$ cat src/rtl/fifo_rd_ptr_ctrl_if.sv
// Read-side bundle between the FIFO read-pointer controller and its neighbours.
// Signals:
//   read         consumer read request
//   g_wr_ptr     gray write pointer from the write side, unsynchronised
//   g_rd_ptr     registered gray read pointer returned to the write side
//   b_rd_ptr     registered binary read pointer
//   mem_rd_addr  storage read address
//   mem_rd_en    storage read strobe
//   rd_valid     storage data for the accepted read is valid this cycle
//   empty        no readable entries
//   almost_empty level at or below the almost-empty threshold
//   level        visible entry count
//   underflow    one-cycle pulse after a read request while empty
// Modports: slave = pointer controller, master = consumer/write-side view.
interface fifo_rd_ptr_ctrl_if #(
    parameter int unsigned N = 4
);
    logic         read;
    logic [N-1:0] g_wr_ptr;
    logic [N-1:0] g_rd_ptr;
    logic [N-1:0] b_rd_ptr;
    logic [N-2:0] mem_rd_addr;
    logic         mem_rd_en;
    logic         rd_valid;
    logic         empty;
    logic         almost_empty;
    logic [N-1:0] level;
    logic         underflow;

    modport slave (
        input  read,
        input  g_wr_ptr,
        output g_rd_ptr,
        output b_rd_ptr,
        output mem_rd_addr,
        output mem_rd_en,
        output rd_valid,
        output empty,
        output almost_empty,
        output level,
        output underflow
    );

    modport master (
        output read,
        output g_wr_ptr,
        input  g_rd_ptr,
        input  b_rd_ptr,
        input  mem_rd_addr,
        input  mem_rd_en,
        input  rd_valid,
        input  empty,
        input  almost_empty,
        input  level,
        input  underflow
    );
endinterface

$ cat src/rtl/fifo_rd_ptr_ctrl.sv
// Read-side pointer controller for the gray-coded FIFO.
// Synchronises the write side's gray pointer, derives empty/level/almost_empty,
// drives the storage read address/strobe and returns its own gray read pointer.
// Ports:
//   clk    sole clock, rising edge
//   reset  asynchronous, active-low reset
//   bus    fifo_rd_ptr_ctrl_if.slave (read, g_wr_ptr in; pointers, flags, strobes out)
// Parameters:
//   N           pointer width (N-1 address bits plus wrap bit), depth = 2^(N-1)
//   SYNC_STAGES synchroniser depth on the incoming gray write pointer (2..3)
//   AE_THRESH   almost_empty asserted when level <= AE_THRESH
module fifo_rd_ptr_ctrl #(
    parameter int unsigned N           = 4,
    parameter int unsigned SYNC_STAGES = 2,
    parameter int unsigned AE_THRESH   = 1
) (
    input logic               clk,
    input logic               reset,
    fifo_rd_ptr_ctrl_if.slave bus
);

    logic [N-1:0] sync_q [SYNC_STAGES];
    logic [N-1:0] g_wr_sync;
    logic [N-1:0] b_wr_sync;

    logic [N-1:0] b_rd_ptr_q, b_rd_ptr_d;
    logic [N-1:0] g_rd_ptr_q, g_rd_ptr_d;
    logic         rd_valid_q, underflow_q;
    logic         underflow_d;

    logic [N-1:0] b_rd_inc;
    logic [N-1:0] level;
    logic         empty;
    logic         accept;

    // Plain flop chain: nothing may sit between stages or the gray
    // single-bit-change guarantee across the crossing is lost.
    always_ff @(posedge clk or negedge reset) begin
        if (!reset) begin
            for (int i = 0; i < int'(SYNC_STAGES); i++) begin
                sync_q[i] <= '0;
            end
        end else begin
            sync_q[0] <= bus.g_wr_ptr;
            for (int i = 1; i < int'(SYNC_STAGES); i++) begin
                sync_q[i] <= sync_q[i-1];
            end
        end
    end

    assign g_wr_sync = sync_q[SYNC_STAGES-1];

    // Gray to binary: bit i is the XOR of all gray bits at or above i.
    always_comb begin
        b_wr_sync = '0;
        for (int i = 0; i < int'(N); i++) begin
            b_wr_sync[i] = ^(g_wr_sync >> i);
        end
    end

    // Full-width compare: the wrap bit distinguishes empty from full.
    assign empty  = (b_wr_sync == b_rd_ptr_q);
    assign level  = b_wr_sync - b_rd_ptr_q;
    assign accept = bus.read && !empty;

    always_comb begin
        b_rd_inc    = b_rd_ptr_q + N'(1);
        b_rd_ptr_d  = b_rd_ptr_q;
        g_rd_ptr_d  = g_rd_ptr_q;
        underflow_d = bus.read && empty;
        if (accept) begin
            b_rd_ptr_d = b_rd_inc;
            g_rd_ptr_d = b_rd_inc ^ (b_rd_inc >> 1);
        end
    end

    always_ff @(posedge clk or negedge reset) begin
        if (!reset) begin
            b_rd_ptr_q  <= '0;
            g_rd_ptr_q  <= '0;
            rd_valid_q  <= 1'b0;
            underflow_q <= 1'b0;
        end else begin
            b_rd_ptr_q  <= b_rd_ptr_d;
            g_rd_ptr_q  <= g_rd_ptr_d;
            rd_valid_q  <= accept;
            underflow_q <= underflow_d;
        end
    end

    assign bus.g_rd_ptr     = g_rd_ptr_q;
    assign bus.b_rd_ptr     = b_rd_ptr_q;
    assign bus.mem_rd_addr  = b_rd_ptr_q[N-2:0];
    assign bus.mem_rd_en    = accept;
    assign bus.rd_valid     = rd_valid_q;
    assign bus.empty        = empty;
    assign bus.level        = level;
    assign bus.almost_empty = (32'(level) <= AE_THRESH);
    assign bus.underflow    = underflow_q;

endmodule

$ cat src/flat_wrapper.sv
// flat-port wrapper written by rule: the top's interface ports become plain ports
module fifo_rd_ptr_ctrl_flat 
#(
    parameter int unsigned N           = 4,
    parameter int unsigned SYNC_STAGES = 2,
    parameter int unsigned AE_THRESH   = 1
)
  (clk, reset, bus_read, bus_g_wr_ptr, bus_g_rd_ptr, bus_b_rd_ptr, bus_mem_rd_addr, bus_mem_rd_en, bus_rd_valid, bus_empty, bus_almost_empty, bus_level, bus_underflow);
  fifo_rd_ptr_ctrl_if #(.N(N)) bus_i ();
  input logic clk;
  input logic reset;
  input wire logic [$bits(bus_i.read)-1:0] bus_read;
  input wire logic [$bits(bus_i.g_wr_ptr)-1:0] bus_g_wr_ptr;
  output wire logic [$bits(bus_i.g_rd_ptr)-1:0] bus_g_rd_ptr;
  output wire logic [$bits(bus_i.b_rd_ptr)-1:0] bus_b_rd_ptr;
  output wire logic [$bits(bus_i.mem_rd_addr)-1:0] bus_mem_rd_addr;
  output wire logic [$bits(bus_i.mem_rd_en)-1:0] bus_mem_rd_en;
  output wire logic [$bits(bus_i.rd_valid)-1:0] bus_rd_valid;
  output wire logic [$bits(bus_i.empty)-1:0] bus_empty;
  output wire logic [$bits(bus_i.almost_empty)-1:0] bus_almost_empty;
  output wire logic [$bits(bus_i.level)-1:0] bus_level;
  output wire logic [$bits(bus_i.underflow)-1:0] bus_underflow;
  assign bus_i.read = bus_read;
  assign bus_i.g_wr_ptr = bus_g_wr_ptr;
  assign bus_g_rd_ptr = bus_i.g_rd_ptr;
  assign bus_b_rd_ptr = bus_i.b_rd_ptr;
  assign bus_mem_rd_addr = bus_i.mem_rd_addr;
  assign bus_mem_rd_en = bus_i.mem_rd_en;
  assign bus_rd_valid = bus_i.rd_valid;
  assign bus_empty = bus_i.empty;
  assign bus_almost_empty = bus_i.almost_empty;
  assign bus_level = bus_i.level;
  assign bus_underflow = bus_i.underflow;
  fifo_rd_ptr_ctrl #(.N(N), .SYNC_STAGES(SYNC_STAGES), .AE_THRESH(AE_THRESH)) u_core (.clk(clk), .reset(reset), .bus(bus_i));
endmodule
$ cat config.mk
export PLATFORM = sky130hd
export DESIGN_NAME = fifo_rd_ptr_ctrl_flat
export DESIGN_NICKNAME = d
export VERILOG_FILES = /design/src/rtl/fifo_rd_ptr_ctrl_if.sv /design/src/rtl/fifo_rd_ptr_ctrl.sv /design/src/flat_wrapper.sv
export SDC_FILE = /design/constraint.sdc
export NUM_CORES = 1
export LEC_CHECK = 0
export CORE_MARGIN = 4
export CORE_UTILIZATION = 53
export DETAILED_ROUTE_END_ITERATION = 8
export DONT_BUFFER_PORTS = 1
export PLACE_DENSITY = 0.71
export REMOVE_ABC_BUFFERS = 1
export SLEW_MARGIN = 40
export SYNTH_ARGS = -nofsm -noshare
export SYNTH_HDL_FRONTEND = slang
export SYNTH_SLANG_ARGS = --single-unit
$ cat constraint.sdc
create_clock -name clk -period 2.35 [get_ports clk]
set_input_delay 0.47 -clock clk [delete_from_list [all_inputs] [get_ports clk]]
set_output_delay 0.47 -clock clk [all_outputs]
set_load 0.01 [all_outputs]
==> impl_metrics.py <==
metrics = {
    "sta": {
        "setup_violations": 6,
        "rsz0062_at_grt": "yes",
        "setup_tns_ns": -1.64,
        "period_needed_ns": 2.81,
        "maxSlewViolCount": 0,
        "tightest_slew_ns": 0.370,
        "skew_ns": 0.0144,
        "whs_ns": 0.0732,
        "fin_ws_ns": -0.456,
        "hold_viol": 0,
        "final_min_period_over_clock_period_pct": 119,
        "slew_headroom_pct": 75.3,
        "max_freq_ghz": 0.356,
    },
    "worst_setup_path": {
        "startpoint": "u_core.g_wr_sync[3]",
        "crit_fanout": 2,
        "critPathKind": "reg -> out",
        "worst_setup_path_end_kind": "output pin",
        "r2r-end": "u_core.bus.b_rd_ptr[3]",
        "r2r_cells": 9,
        "rrSetupSlack_ns": 0.23,
        "arrival_ns": 2.34,
        "r2r-start": "u_core.g_wr_sync[3]",
        "endpoint": "bus_almost_empty",
        "start_kind": "flop",
        "cp.required_ns": 1.88,
    },
    "layout": {
        "nFillCells": 98,
        "drive_gt1_share_pct": 39.0,
        "fin_cells": 97,
        "finalInstanceArea_um2": 981,
        "finalNetCount": 95,
        "n_antenna_cell": 0,
        "fin_util_pct": 71.8,
        "syn_to_final_growth_pct": 22.5,
    },
    "floorplanning": {
        "die_w_um": 46.9,
        "row_count": 13,
        "die-area_um2": 2200,
        "core_area_um2": 1370,
        "start_util_pct": 58.6,
        "die_h_um": 46.9,
        "pin_count": 27,
    },
    "power_and_ir_drop": {
        "p_per_area_nw_per_um2": 1520,
        "p_int_mw": 0.879,
        "peakVddDrop_mv": 0.910,
        "p_clk_share_pct": 10.1,
        "comb_power_share_pct": 59.7,
        "seqPwrFrac_pct": 30.2,
        "netSwitchingFraction_pct": 41.3,
        "totalPowerFinal_mw": 1.50,
        "p_leak_nw": 0.450,
        "power.switching_mw": 0.617,
    },
    "synthesis": {
        "yosysTopAreaCellShare_pct": 53.1,
        "syn_inst": 67,
        "synth-seq-cells": 17,
        "ys_types": 22,
        "yosysWarnings": 0,
        "synth.most_common_cell": "dfrtp_1",
        "synth_area_um2": 801,
        "ys.flop_type": "dfrtp_1",
        "yosysTopAreaCell": "dfrtp_1",
        "ys_seq_area_share_pct": 53.1,
        "async_flop_share_pct": 100,
        "synth_common_cells": "17 x dfrtp_1, 6 x inv_1, 6 x xnor2_1, 6 x xor2_1",
        "synth.top_cells.by_area": "dfrtp_1 53%, xnor2_1 6.6%, xor2_1 6.6%",
        "synth_enable_flop_cells": 0,
        "synth.avg_cell_area_um2": 12.0,
    },
    "flow_run": {
        "cap_violations": 0,
    },
    "grt": {
        "track_usage_pct": 13.0,
        "grt_max_degree": 18,
        "grt_overflow": 0,
        "grt_pass1_wl_um": 1890,
        "grt_pass1_vias": 441,
        "antenna_found_initial": 0,
    },
    "cts": {
        "clock_latency_ns": 0.29,
        "cts.reportedPaths.clkPinSlew_ns": 0.10,
        "clock_sinks": 17,
        "cts_inserted_buffers": 3,
        "clock-root-buffer": "clkbuf_4",
        "cts_buffer_depth": 2,
        "tritoncts": "built",
        "htree_levels": 1,
    },
    "route": {
        "drtIter0Drc": 2,
        "vias": 471,
        "vias_per_cell": 4.86,
        "post_drt_wl_per_cell_um": 13.7,
        "firstDrtPassIters": 4,
        "drc_errors": 0,
        "wirelength_um": 1330,
        "ant_nets": 0,
    },
    "placed_design": {
        "hpwl_um": 984,
        "gp_congestion": 0.769,
        "place_area_um2": 861,
        "pre_cts_slack_ns": -0.241,
        "place_inst": 88,
        "portBuffers": 0,
    },
    "run_status": {
        "violations": "setup timing",
        "status": "finished, violations left",
    },
    "min_path": {
        "hp-class": "in -> async",
    },
}
==> area by class of cell <==
| cell class | count | area (um^2) | area share, % |
|---|---|---|---|
| flip-flops and latches | 17 | 425 | 43.4 |
| multi-input cells | 38 | 355 | 36.2 |
| repair buffers | 16 | 129 | 13.1 |
| clock buffers | 4 | 26.3 | 2.68 |
| inverters | 7 | 26.3 | 2.68 |
| well taps | 15 | 18.8 | 1.91 |
==> power by group through the flow <==
stage          sequential (mW)  combinational [mW]  clock [mW]
3_5_place_dp             0.460               0.739           0
5_1_grt                  0.463               0.991       0.165
4_1_cts                  0.454               0.814       0.153
3_3_place_gp             0.456               0.723           0
2_1_floorplan            0.501               0.482           0
6_report                 0.451               0.893       0.152
==> flip-flops by register name, summed over array words and instances (netlist names) <==
register              count
u_core.bus.b_rd_ptr       4
u_core.bus.g_rd_ptr       3
u_core.bus.rd_valid       1
u_core.bus.underflow      1
u_core.g_wr_sync          4
u_core.sync_q             4
==> worst min-delay path by stage <==
stage | end | startpoint | slack (ns)
after floorplan | u_core.bus.b_rd_ptr[0] | reset | 0.17
after global placement | u_core.bus.g_rd_ptr[2] | reset | 0.17
after detailed placement | u_core.bus.g_rd_ptr[2] | reset | 0.17
after CTS | u_core.sync_q[4] | bus_g_wr_ptr[0] | 0.21
after global routing | u_core.bus.g_rd_ptr[2] | reset | 0.09
final | u_core.bus.g_rd_ptr[2] | reset | 0.07
==> worst max-delay path, stage by stage (launching register included) <==
cell	delay [ns]
dfrtp_1	0.41
xor2_2	0.20
xor2_2	0.17
buf_6	0.14
ha_4	0.25
nor2b_1	0.11
o21ai_1	0.09
buf_4	0.14
a21o_1	0.16
a211oi_2	0.22
buf_4	0.15
==> routing by layer <==
layer,global-route usage (%),wire length (um)
met5,0,0
met2,19.8,672
met1,16.3,521
met4,9.94,30
met3,2.30,107
==> placed cells by master, fill, tap and decap left out, drive strengths merged <==
master  instances
a21o            1
nand2           3
buf            16
and2            2
ha              4
a211oi          1
xor2            7
nor2b           1
nand3           3
dfrtp          17
mux2            1
clkbuf          4
nor2            3
fa              1
xnor2           6
inv             7
o21ai           5
==> cell families (layout without fill, tap and decap cells) <==
logic type / after synthesis / after routing / synth area share (%)
DFF: 17 / 17 / 53.1
xor gates and xnor gates: 13 / 13 / 15.2
and+or+nand+nor: 12 / 12 / 7.66
buffers and inverters: 12 / 27 / 8.44
AOI/OAI and AO/OA: 7 / 7 / 5.47
adders and majority gates: 5 / 5 / 8.75
muxes: 1 / 1 / 1.41
==> repair_timing <==
action                                  4_1_cts  5_1_grt
resized for setup                             6        7
endpoints found under the setup margin        6        6
setup buffers                                 1        3
pin swaps                                     5        7
hold endpoints to repair                     17        0
hold buffers                                  1        0
No activity file was read; power rests on OpenSTA's default activity.
